==> src/rtl/sha256_block_feeder.sv <==
// SHA-256 host front end: packs a big-endian word stream into 512-bit blocks,
// applies message padding and replays each block to the core, one word per cycle.
module sha256_block_feeder #(
  parameter int LEN_W    = 64,
  parameter int IDLE_GAP = 1
) (
  input  logic        clk,
  input  logic        reset,
  input  logic        in_valid,
  output logic        in_ready,
  input  logic [31:0] in_data,
  input  logic        in_last,
  input  logic [2:0]  in_bytes,
  output logic        first_block,
  output logic        last_block,
  output logic [31:0] msg_word,
  output logic        msg_word_valid,
  output logic        chain_init,
  output logic        final_block,
  input  logic        core_busy,
  output logic        busy
);
  localparam int GW = $clog2(IDLE_GAP + 1) + 1;

  typedef enum logic [2:0] {IDLE, FILL, PAD, LAUNCH, SEND, WAIT} state_t;

  state_t            state;
  logic [31:0]       blk [16];
  logic [3:0]        idx, pidx;
  logic [4:0]        sidx;
  logic [GW-1:0]     gcnt;
  logic [LEN_W-1:0]  len;
  logic [63:0]       len64;
  logic              first_msg, need_80, len_here, extra, fin_sent;
  logic [2:0]        nb;
  logic [31:0]       din, pad_word;
  logic              take, fits;

  // The 0x80 marker is merged into a partial final word at accept time,
  // so padding only ever has to write whole words.
  always_comb begin
    nb = 3'd4;
    if (in_last && in_bytes < 3'd4) nb = in_bytes;
    case (nb)
      3'd0:    din = 32'h8000_0000;
      3'd1:    din = {in_data[31:24], 24'h80_0000};
      3'd2:    din = {in_data[31:16], 16'h8000};
      3'd3:    din = {in_data[31:8], 8'h80};
      default: din = in_data;
    endcase
    fits = (nb == 3'd4) ? (idx <= 4'd12) : (idx <= 4'd13);
    len64 = '0;
    len64[LEN_W-1:0] = len;
    pad_word = need_80 ? 32'h8000_0000 : 32'h0;
    if (len_here && pidx == 4'd14) pad_word = len64[63:32];
    if (len_here && pidx == 4'd15) pad_word = len64[31:0];
  end

  assign take = in_valid && in_ready;
  assign busy = (state != IDLE);

  always_ff @(posedge clk or negedge reset) begin
    if (!reset) begin
      state <= IDLE;
      in_ready <= 1'b0;
      first_block <= 1'b0;
      last_block <= 1'b0;
      msg_word <= '0;
      msg_word_valid <= 1'b0;
      chain_init <= 1'b0;
      final_block <= 1'b0;
      idx <= '0;
      pidx <= '0;
      sidx <= '0;
      gcnt <= '0;
      len <= '0;
      first_msg <= 1'b1;
      need_80 <= 1'b0;
      len_here <= 1'b0;
      extra <= 1'b0;
      fin_sent <= 1'b0;
      for (int i = 0; i < 16; i++) blk[i] <= '0;
    end else begin
      first_block <= 1'b0;
      last_block <= 1'b0;
      chain_init <= 1'b0;
      final_block <= 1'b0;
      case (state)
        IDLE, FILL: begin
          in_ready <= 1'b1;
          if (take) begin
            blk[idx] <= din;
            len <= len + (LEN_W'(nb) << 3);
            if (in_last) begin
              in_ready <= 1'b0;
              need_80 <= (nb == 3'd4);
              len_here <= fits;
              extra <= !fits;
              if (idx == 4'd15) begin
                state <= LAUNCH;
                first_block <= 1'b1;
                chain_init <= first_msg;
                fin_sent <= 1'b0;
              end else begin
                state <= PAD;
                pidx <= idx + 4'd1;
              end
            end else if (idx == 4'd15) begin
              in_ready <= 1'b0;
              extra <= 1'b0;
              idx <= '0;
              state <= LAUNCH;
              first_block <= 1'b1;
              chain_init <= first_msg;
              fin_sent <= 1'b0;
            end else begin
              idx <= idx + 4'd1;
              state <= FILL;
            end
          end
        end
        PAD: begin
          blk[pidx] <= pad_word;
          need_80 <= 1'b0;
          pidx <= pidx + 4'd1;
          if (pidx == 4'd15) begin
            state <= LAUNCH;
            first_block <= 1'b1;
            chain_init <= first_msg;
            final_block <= len_here;
            fin_sent <= len_here;
          end
        end
        LAUNCH: begin
          state <= SEND;
          first_msg <= 1'b0;
          msg_word <= blk[0];
          msg_word_valid <= 1'b1;
          last_block <= 1'b1;
          sidx <= 5'd1;
        end
        SEND: begin
          if (sidx == 5'd16) begin
            msg_word <= '0;
            msg_word_valid <= 1'b0;
            gcnt <= '0;
            state <= WAIT;
          end else begin
            msg_word <= blk[sidx[3:0]];
            sidx <= sidx + 5'd1;
          end
        end
        WAIT: begin
          if (gcnt < GW'(IDLE_GAP)) gcnt <= gcnt + 1'b1;
          else if (!core_busy) begin
            if (fin_sent) begin
              state <= IDLE;
              len <= '0;
              first_msg <= 1'b1;
              in_ready <= 1'b1;
              idx <= '0;
              extra <= 1'b0;
              fin_sent <= 1'b0;
            end else if (extra) begin
              // length did not fit: pad a trailing block holding only marker/length
              state <= PAD;
              pidx <= '0;
              len_here <= 1'b1;
              extra <= 1'b0;
            end else begin
              state <= FILL;
              idx <= '0;
              in_ready <= 1'b1;
            end
          end
        end
        default: state <= IDLE;
      endcase
    end
  end
endmodule

==> config.mk <==
export PLATFORM = sky130hd
export DESIGN_NAME = sha256_block_feeder
export DESIGN_NICKNAME = d
export VERILOG_FILES = /design/src/rtl/sha256_block_feeder.sv
export SDC_FILE = /design/constraint.sdc
export NUM_CORES = 1
export LEC_CHECK = 0
export ABC_AREA = 1
export CAP_MARGIN = 10
export CELL_PAD_IN_SITES_DETAIL_PLACEMENT = 0
export CELL_PAD_IN_SITES_GLOBAL_PLACEMENT = 1
export CORE_UTILIZATION = 47
export CTS_CLUSTER_DIAMETER = 200
export DETAILED_ROUTE_END_ITERATION = 6
export PLACE_DENSITY_LB_ADDON = 0.12
export SLEW_MARGIN = 20
export SYNTH_ARGS = -nofsm -noshare
export SYNTH_HDL_FRONTEND = slang
export SYNTH_SLANG_ARGS = --single-unit
==> constraint.sdc <==
create_clock -name clk -period 2.8 [get_ports clk]
set_clock_uncertainty 0.2 [all_clocks]
set_input_delay 0.28 -clock clk [delete_from_list [all_inputs] [get_ports clk]]
set_output_delay 0.28 -clock clk [all_outputs]
set_load 0.01 [all_outputs]
==> results by group, run 1 <==
GRT
  • Global-route wire length before repair: 196,000 um
  • Total track usage: 36.5%
  • Vias in the first global route: 30.5k
  • Initial antenna violation count: 1
  • Largest net degree at the start of global routing: between 100 and 150
  • Grt total ovfl: 0

Placement
  • Detailed Place HPWL: about 80,000 um
  • Port buffer count: just under 80
  • Placer Congestion: around 0.96
  • Worst slack, placed: about 0.0021 ns

Setup path
  • Buf+Inv Stages, Crit Path: 4
  • Worst setup EP type: register
  • R2r setup slk: around 0.23 ns
  • Critical Path AT: roughly 2.9 ns
  • Setup crit start kind: register
  • CP required: approximately 3.1 ns
  • Worst path max stage delay: between 0.4 and 0.5 ns
  • Crit-path cells: inv_2 > nand3_4 > inv_2 > nand2_1 > inv_2 > o21ai_4 > inv_2 > o21ai_0 > a21oi_1 > a21oi_1
  • Slowest CP cell: dfrtp_1
  • Crit path top cell by count: inv_2
  • WS Path Type: register to register
  • Crit-path max FO: 18
  • CP top delay family: buffers and inverters

Floorplanning
  • Initial core utilization: between 40% and 50%
  • CORE AREA: about 0.070 mm2
  • Chip Width: about 270 um
  • I/O pin count: 79
  • Die area: 0.0720 mm2
  • Core Rows: 97
  • Die Y: between 200 and 300 um

Synth
  • Avg Inst Size Synth: ~7.6 um2
  • Syn Nets: around 4.4k
  • Seq/Total Area, Yosys: 47.6%
  • Warnings from Yosys: 0
  • Most used DFF post-synth: dfrtp_1
  • Async S/R FF share, synth: 100%
  • Unique cell type count in the Yosys netlist: 45
  • Yosys reg bits: 634
  • Post-synth EDFFs: 0
  • Area of the mapped netlist: 0.0333 mm2
  • Cells after Synth: approximately 4.4k

Flow run
  • Max-Cap Viols: 0

STA
  • Hold slack: between 0.02 and 0.025 ns
  • Post-route setup slack: 0.232 ns
  • Min Tclk post-route: 2.57 ns
  • Worst slew pin tran: a little under 0.8 ns
  • RSZ-0062 raised after global routing: false
  • Relative slew slack: 48.4%
  • Post-route clock period utilization: about 90%
  • Setup tns final: 0 ns
  • Final hold violation count: 0
  • Setup violators final: 0
  • Fmax: ~0.39 GHz
  • Slew Viols, Final: 0

Clock tree
  • Clock slew at reported path FFs: 0.06 ns
  • Clk_lat worst skew: between 0.6 and 0.7 ns
  • Clock sinks: 634
  • CTS H-tree depth: 3
  • CTS tree: yes
  • CTS buffer count: between 70 and 80
  • Post-CTS setup repair buffer count: 0
  • Root buffer cell: clkbuf_16
  • Clock Tree Buf Depth: 3

Routing
  • # DRC: 0
  • Starting DRT DRC Count: between 3k and 4k
  • Via count: around 33k
  • Routed len/inst: around 24 um
  • Drt pass-1 iters: 6
  • Post-DRT Antenna Nets: 0
  • Routed vias/inst: between 5 and 6
  • Post-Route WL: between 100,000 and 150,000 um

Cells and area
  • Area delta synth->final: 17.7%
  • Final #Nets: roughly 4.5k
  • # diodes: 0
  • Fraction of layout cells with a size suffix above 1: 9.37%
  • Final Util: a little under three fifths

Power
  • Leak pwr: 17.7 nW
  • Maximum vdd drop: a little over 800 uV
  • PwrDens: just over 1000 mW/mm2
  • Total power: between 30 and 40 mW

Status
  • Status: complete, no violations

Worst hold path
  • Min-delay worst type: input pin to asynchronous set/reset pin
-- per-layer routing --
metal	GRT usage (%)	up-vias	share of wire (%)
met3	6.45	271	9.1
met2	55.8	1522	44
li1	-	14900	-
met1	52.1	15900	43
met4	12.5	0	3.5
met5	0	-	0
-- stage by stage --
step | area, um2 | instances
finish | 39200 | 5455
CTS | 39200 | 5455
global placement | 36700 | 5323
detailed placement | 36700 | 5323
floorplan | 33300 | 4359
global route | 39200 | 5455
-- flip-flops by register name, summed over array words and instances, names as in the netlist, 2 cells and up --
signal and count:
idx 4, sidx 5, len 61, gcnt 2, msg_word 32, blk 512, pidx 4, state 3
-- Yosys cell counts, types with 2 or more instances --
| library cell | n | area (um2) |
|---|---|---|
| xor2_1 | 3 | 26.3 |
| o21ai_0 | 631 | 3160 |
| nor3_2 | 2 | 20.0 |
| buf_2 | 82 | 410 |
| o21ai_1 | 14 | 70.1 |
| nand2_1 | 796 | 2990 |
| buf_1 | 31 | 116 |
| o211ai_1 | 46 | 345 |
| o21ai_2 | 5 | 43.8 |
| o221ai_1 | 15 | 131 |
| nor2_2 | 8 | 50.1 |
| nor2_4 | 3 | 33.8 |
| o2111ai_1 | 2 | 17.5 |
| clkinv_1 | 21 | 78.8 |
| nand4_1 | 83 | 519 |
| inv_1 | 434 | 1630 |
| a31oi_1 | 22 | 138 |
| clkbuf_1 | 169 | 634 |
| o22a_1 | 2 | 17.5 |
| a22oi_1 | 19 | 143 |
| nand3_1 | 342 | 1710 |
| a21oi_1 | 360 | 1800 |
| nand3b_1 | 3 | 22.5 |
| o31ai_1 | 176 | 1320 |
| nor2_1 | 355 | 1330 |
| o21bai_1 | 2 | 15.0 |
| nor3_1 | 17 | 85.1 |
| inv_2 | 26 | 97.6 |
| ha_1 | 16 | 200 |
| a21oi_2 | 2 | 17.5 |
| buf_4 | 8 | 60.1 |
| dfrtp_1 | 633 | 15800 |
| o22ai_1 | 19 | 119 |
-- layout by cell type (no fill, tap or decap), types with 13 or more instances in the layout --
master	Yosys	routed
nor2_1	355	351
buf_4	8	174
nor3_1	17	17
a31oi_1	22	22
o211ai_1	46	46
ha_1	16	16
o21ai_0	631	631
clkbuf_16	0	75
o221ai_1	15	15
clkinv_1	21	20
clkbuf_8	0	20
o31ai_1	176	176
clkdlybuf4s50_1	0	77
inv_2	26	26
nand3_1	342	342
nand4_1	83	83
dfrtp_1	633	631
inv_1	434	434
buf_12	0	61
nand2_1	796	786
a22oi_1	19	19
clkbuf_1	169	17
o22ai_1	19	19
a21oi_1	360	359
o21ai_1	14	13
-- where the power goes --
part           leakage, nW  switching (mW)  internal (mW)
combinational         8.25            10.4           5.51
sequential            8.19            1.74           12.1
clock                 1.22            4.09           5.93
total                 17.7            16.3           23.6
-- area by class of cell --
type	count	area, um2
Clock buffer	112	2220
Clock inverter	19	268
Fill cell	6811	30900
Inverter	481	1810
Multi-Input combinational cell	2954	14500
Sequential cell	634	15900
Tap cell	940	1180
Timing Repair Buffer	315	3330
-- worst register-to-register path: cells and delay by family, from the launching register on --
kind | cells | cell delay, ns
and+or+nand+nor | 2 | 0.49
AOI/OAI and AO/OA | 4 | 0.45
DFF | 1 | 0.46
buffers and inverters | 4 | 0.87
-- final timing paths --
kind                            depth (start not counted)                  from              endpoint
worst min register to register                          1   sidx[4]$_DFFE_PN0P_   sidx[4]$_DFFE_PN0P_
max in group asynchronous                               3                 reset   blk[57]$_DFFE_PN0P_
min in group clk                                        3           in_data[12]  blk[172]$_DFFE_PN0P_
worst max register to register                         10  state[2]$_DFFE_PN0P_   blk[85]$_DFFE_PN0P_
worst min-delay path                                    2                 reset  blk[387]$_DFFE_PN0P_
worst max-delay path                                   10  state[2]$_DFFE_PN0P_   blk[85]$_DFFE_PN0P_
-- repair_timing --
| item | 4_1_cts | 5_1_grt |
|---|---|---|
| gates resized for setup | 0 | 1 |
| endpoints found under the hold margin | 492 | 0 |
| setup endpoints to repair | 0 | 1 |
| hold buffers | 1 | 0 |
-- cells by family (layout without fill, tap and decap cells) --
logic type,Yosys count,after routing,share of synthesized area (%)
flops,634,634,47.6
buf+inv,771,927,9.08
xor+xnor,3,3,0.0788
fa+ha+maj,16,16,0.600
mux,1,1,0.0300
compound gates,1319,1319,22.2
simple gates,1615,1615,20.5
Note: power is estimated with default switching activity, not from simulation.
==> run 2: changes to the inputs <==
- REMOVE_ABC_BUFFERS: unset -> 1
==> results by group, run 2 (synthesis gave the netlist of run 1 again) <==
Clock tree
  • CTS buffer count: 74
  • CTS H-tree depth: 3
  • Clk_lat worst skew: 0.62 ns
  • CTS tree: yes
  • Root buffer cell: clkbuf_16
  • Post-CTS setup repair buffer count: 0
  • Clock sinks: between 600 and 700
  • Clock Tree Buf Depth: 3
  • Clock slew at reported path FFs: 0.06 ns

STA
  • Min Tclk post-route: about 2.6 ns
  • Post-route setup slack: ~0.17 ns
  • Setup violators final: 0
  • Relative slew slack: 47.6%
  • Worst slew pin tran: between 0.7 and 0.8 ns
  • Fmax: between 0.3 and 0.4 GHz
  • Post-route clock period utilization: between 90% and 100%
  • RSZ-0062 raised after global routing: false
  • Slew Viols, Final: 0
  • Final hold violation count: 0

Cells and area
  • Max reg flops: roughly 500
  • Biggest register: blk
  • Post-Layout Inst Area: approximately 0.039 mm2
  • Final #Nets: 4,516
  • Biggest regs: blk x512, len x61, msg_word x32
  • Most common cell after layout, fill and taps aside: nand2_1
  • Area delta synth->final: 17.5%
  • Most frequent cells in the layout: 786 x nand2_1, 631 x o21ai_0, 631 x dfrtp_1, 431 x inv_1, 359 x a21oi_1
  • Fraction of layout cells with a size suffix above 1: 9.46%

Placement
  • Detailed Place HPWL: 84,600 um
  • Placer Congestion: between 1 and 1.5
  • Placed instance area: approximately 0.037 mm2
  • Worst slack, placed: -0.0994 ns
  • Port buffer count: a little under 80

Floorplanning
  • Initial core utilization: ~48%
  • Core Rows: 97
  • CORE AREA: between 0.07 and 0.08 mm2
  • I/O pin count: 79
  • Die area: 0.0720 mm2
  • Die Y: 268 um
  • Chip Width: between 200 and 300 um

Routing
  • Via count: around 33k
  • Drt pass-1 iters: 6
  • Post-DRT Antenna Nets: 0
  • Routed vias/inst: approximately 6
  • Post-Route WL: ~130,000 um
  • # DRC: 0
  • Routed len/inst: around 24 um
  • Starting DRT DRC Count: between 3k and 4k

Setup path
  • Worst setup EP type: register
  • Critical Path AT: about 3.0 ns
  • Setup crit start kind: register
  • CP required: around 3.1 ns
  • Crit-path max FO: 28
  • WS Path Type: register to register

GRT
  • Vias in the first global route: slightly above 30k
  • Global-route wire length before repair: between 150,000 and 200,000 um
  • Largest net degree at the start of global routing: 100
  • Initial antenna violation count: 2
  • Grt total ovfl: 0
  • Total track usage: about 37%

Status
  • Status: complete, no violations

Power
  • Maximum vdd drop: roughly 740 uV
  • PwrDens: slightly above 1000 mW/mm2
  • Leak pwr: about 18 nW

Worst hold path
  • Min-delay worst type: input pin to asynchronous set/reset pin

Flow run
  • Max-Cap Viols: 0
## run 2: cell types whose count changed in the layout (fill, tap and decap cells not counted), sizes merged
cell / before / now
bufinv: 5 / 3
clkbuf: 112 / 113
clkinv: 30 / 34
clkinvlp: 1 / 0
diode: 0 / 1
inv: 464 / 461
## run 2: power by group
| group | leakage [nW] | internal (mW) | switching [mW] | total (mW) |
|---|---|---|---|---|
| registers | 8.19 | 12.1 | 1.70 | 13.8 |
| clock network | 1.24 | 5.92 | 4.10 | 10.0 |
| logic | 8.24 | 5.46 | 10.5 | 16.0 |
| total | 17.7 | 23.5 | 16.3 | 39.8 |
## run 2: layout make-up
type,instances,area [um2]
fill,6843,31000
inverter,481,1810
multi-input combinational,2954,14500
timing repair buffer,315,3280
clock buffer,113,2290
sequential,634,15900
tap,940,1180
clock inverter,17,205
antenna,1,2.50
## run 2: final timing paths
| check | startpoint | endpoint | slack (ns) | cells after the start |
|---|---|---|---|---|
| min | reset | blk[500]$_DFFE_PN0P_ | 0.08 | 2 |
| max reg2reg | pidx[0]$_DFFE_PN0P_ | blk[52]$_DFFE_PN0P_ | 0.17 | 8 |
| max | pidx[0]$_DFFE_PN0P_ | blk[52]$_DFFE_PN0P_ | 0.17 | 8 |
| max in group asynchronous | reset | blk[168]$_DFFE_PN0P_ | 1.46 | 3 |
| min in group clk | in_data[6] | blk[262]$_DFFE_PN0P_ | 0.17 | 3 |
| min reg2reg | sidx[4]$_DFFE_PN0P_ | sidx[4]$_DFFE_PN0P_ | 0.28 | 1 |
## run 2: per-stage QoR
stage | hold WS (ns) | setup TNS [ns] | power, mW | std cells | util, %
final | 0.0753 | 0 | 39.8 | 5455 | 55.9
after global routing | 0.114 | 0 | 42.2 | 5454 | 55.9
after CTS | 0.0820 | 0 | 39.7 | 5454 | 55.9
after detailed placement | 0.148 | -0.704 | 29.6 | 5323 | 52.3
after global placement | 0.142 | -0.269 | 29.5 | 5323 | 52.3
after floorplan | -0.216 | -513.71 | 22.4 | 4069 | -
## run 2: critical path, cell delays in order (launching register included)
cell	delay (ns)
dfrtp_1	0.43
inv_1	0.16
ha_1	0.19
nand3_1	0.14
nor2_1	0.42
o21ai_2	0.17
inv_2	0.54
nand3_1	0.15
o211ai_1	0.13
## run 2: per-layer routing
metal  share of wire [%]  global-route usage, %  vias up  wire length [um]
met5              0.0098                      0        -                13
met4                 4.2                   15.5        2              5550
met3                 9.0                   5.58      247             11900
met2                  44                   56.4     1564             58000
met1                  43                   52.3    15900             56900
li1                    -                      -    14900                 -
## run 2: timing repair
item	in CTS	in global routing
gates resized for setup	0	0
endpoints found under the hold margin	364	0
hold buffers	1	0
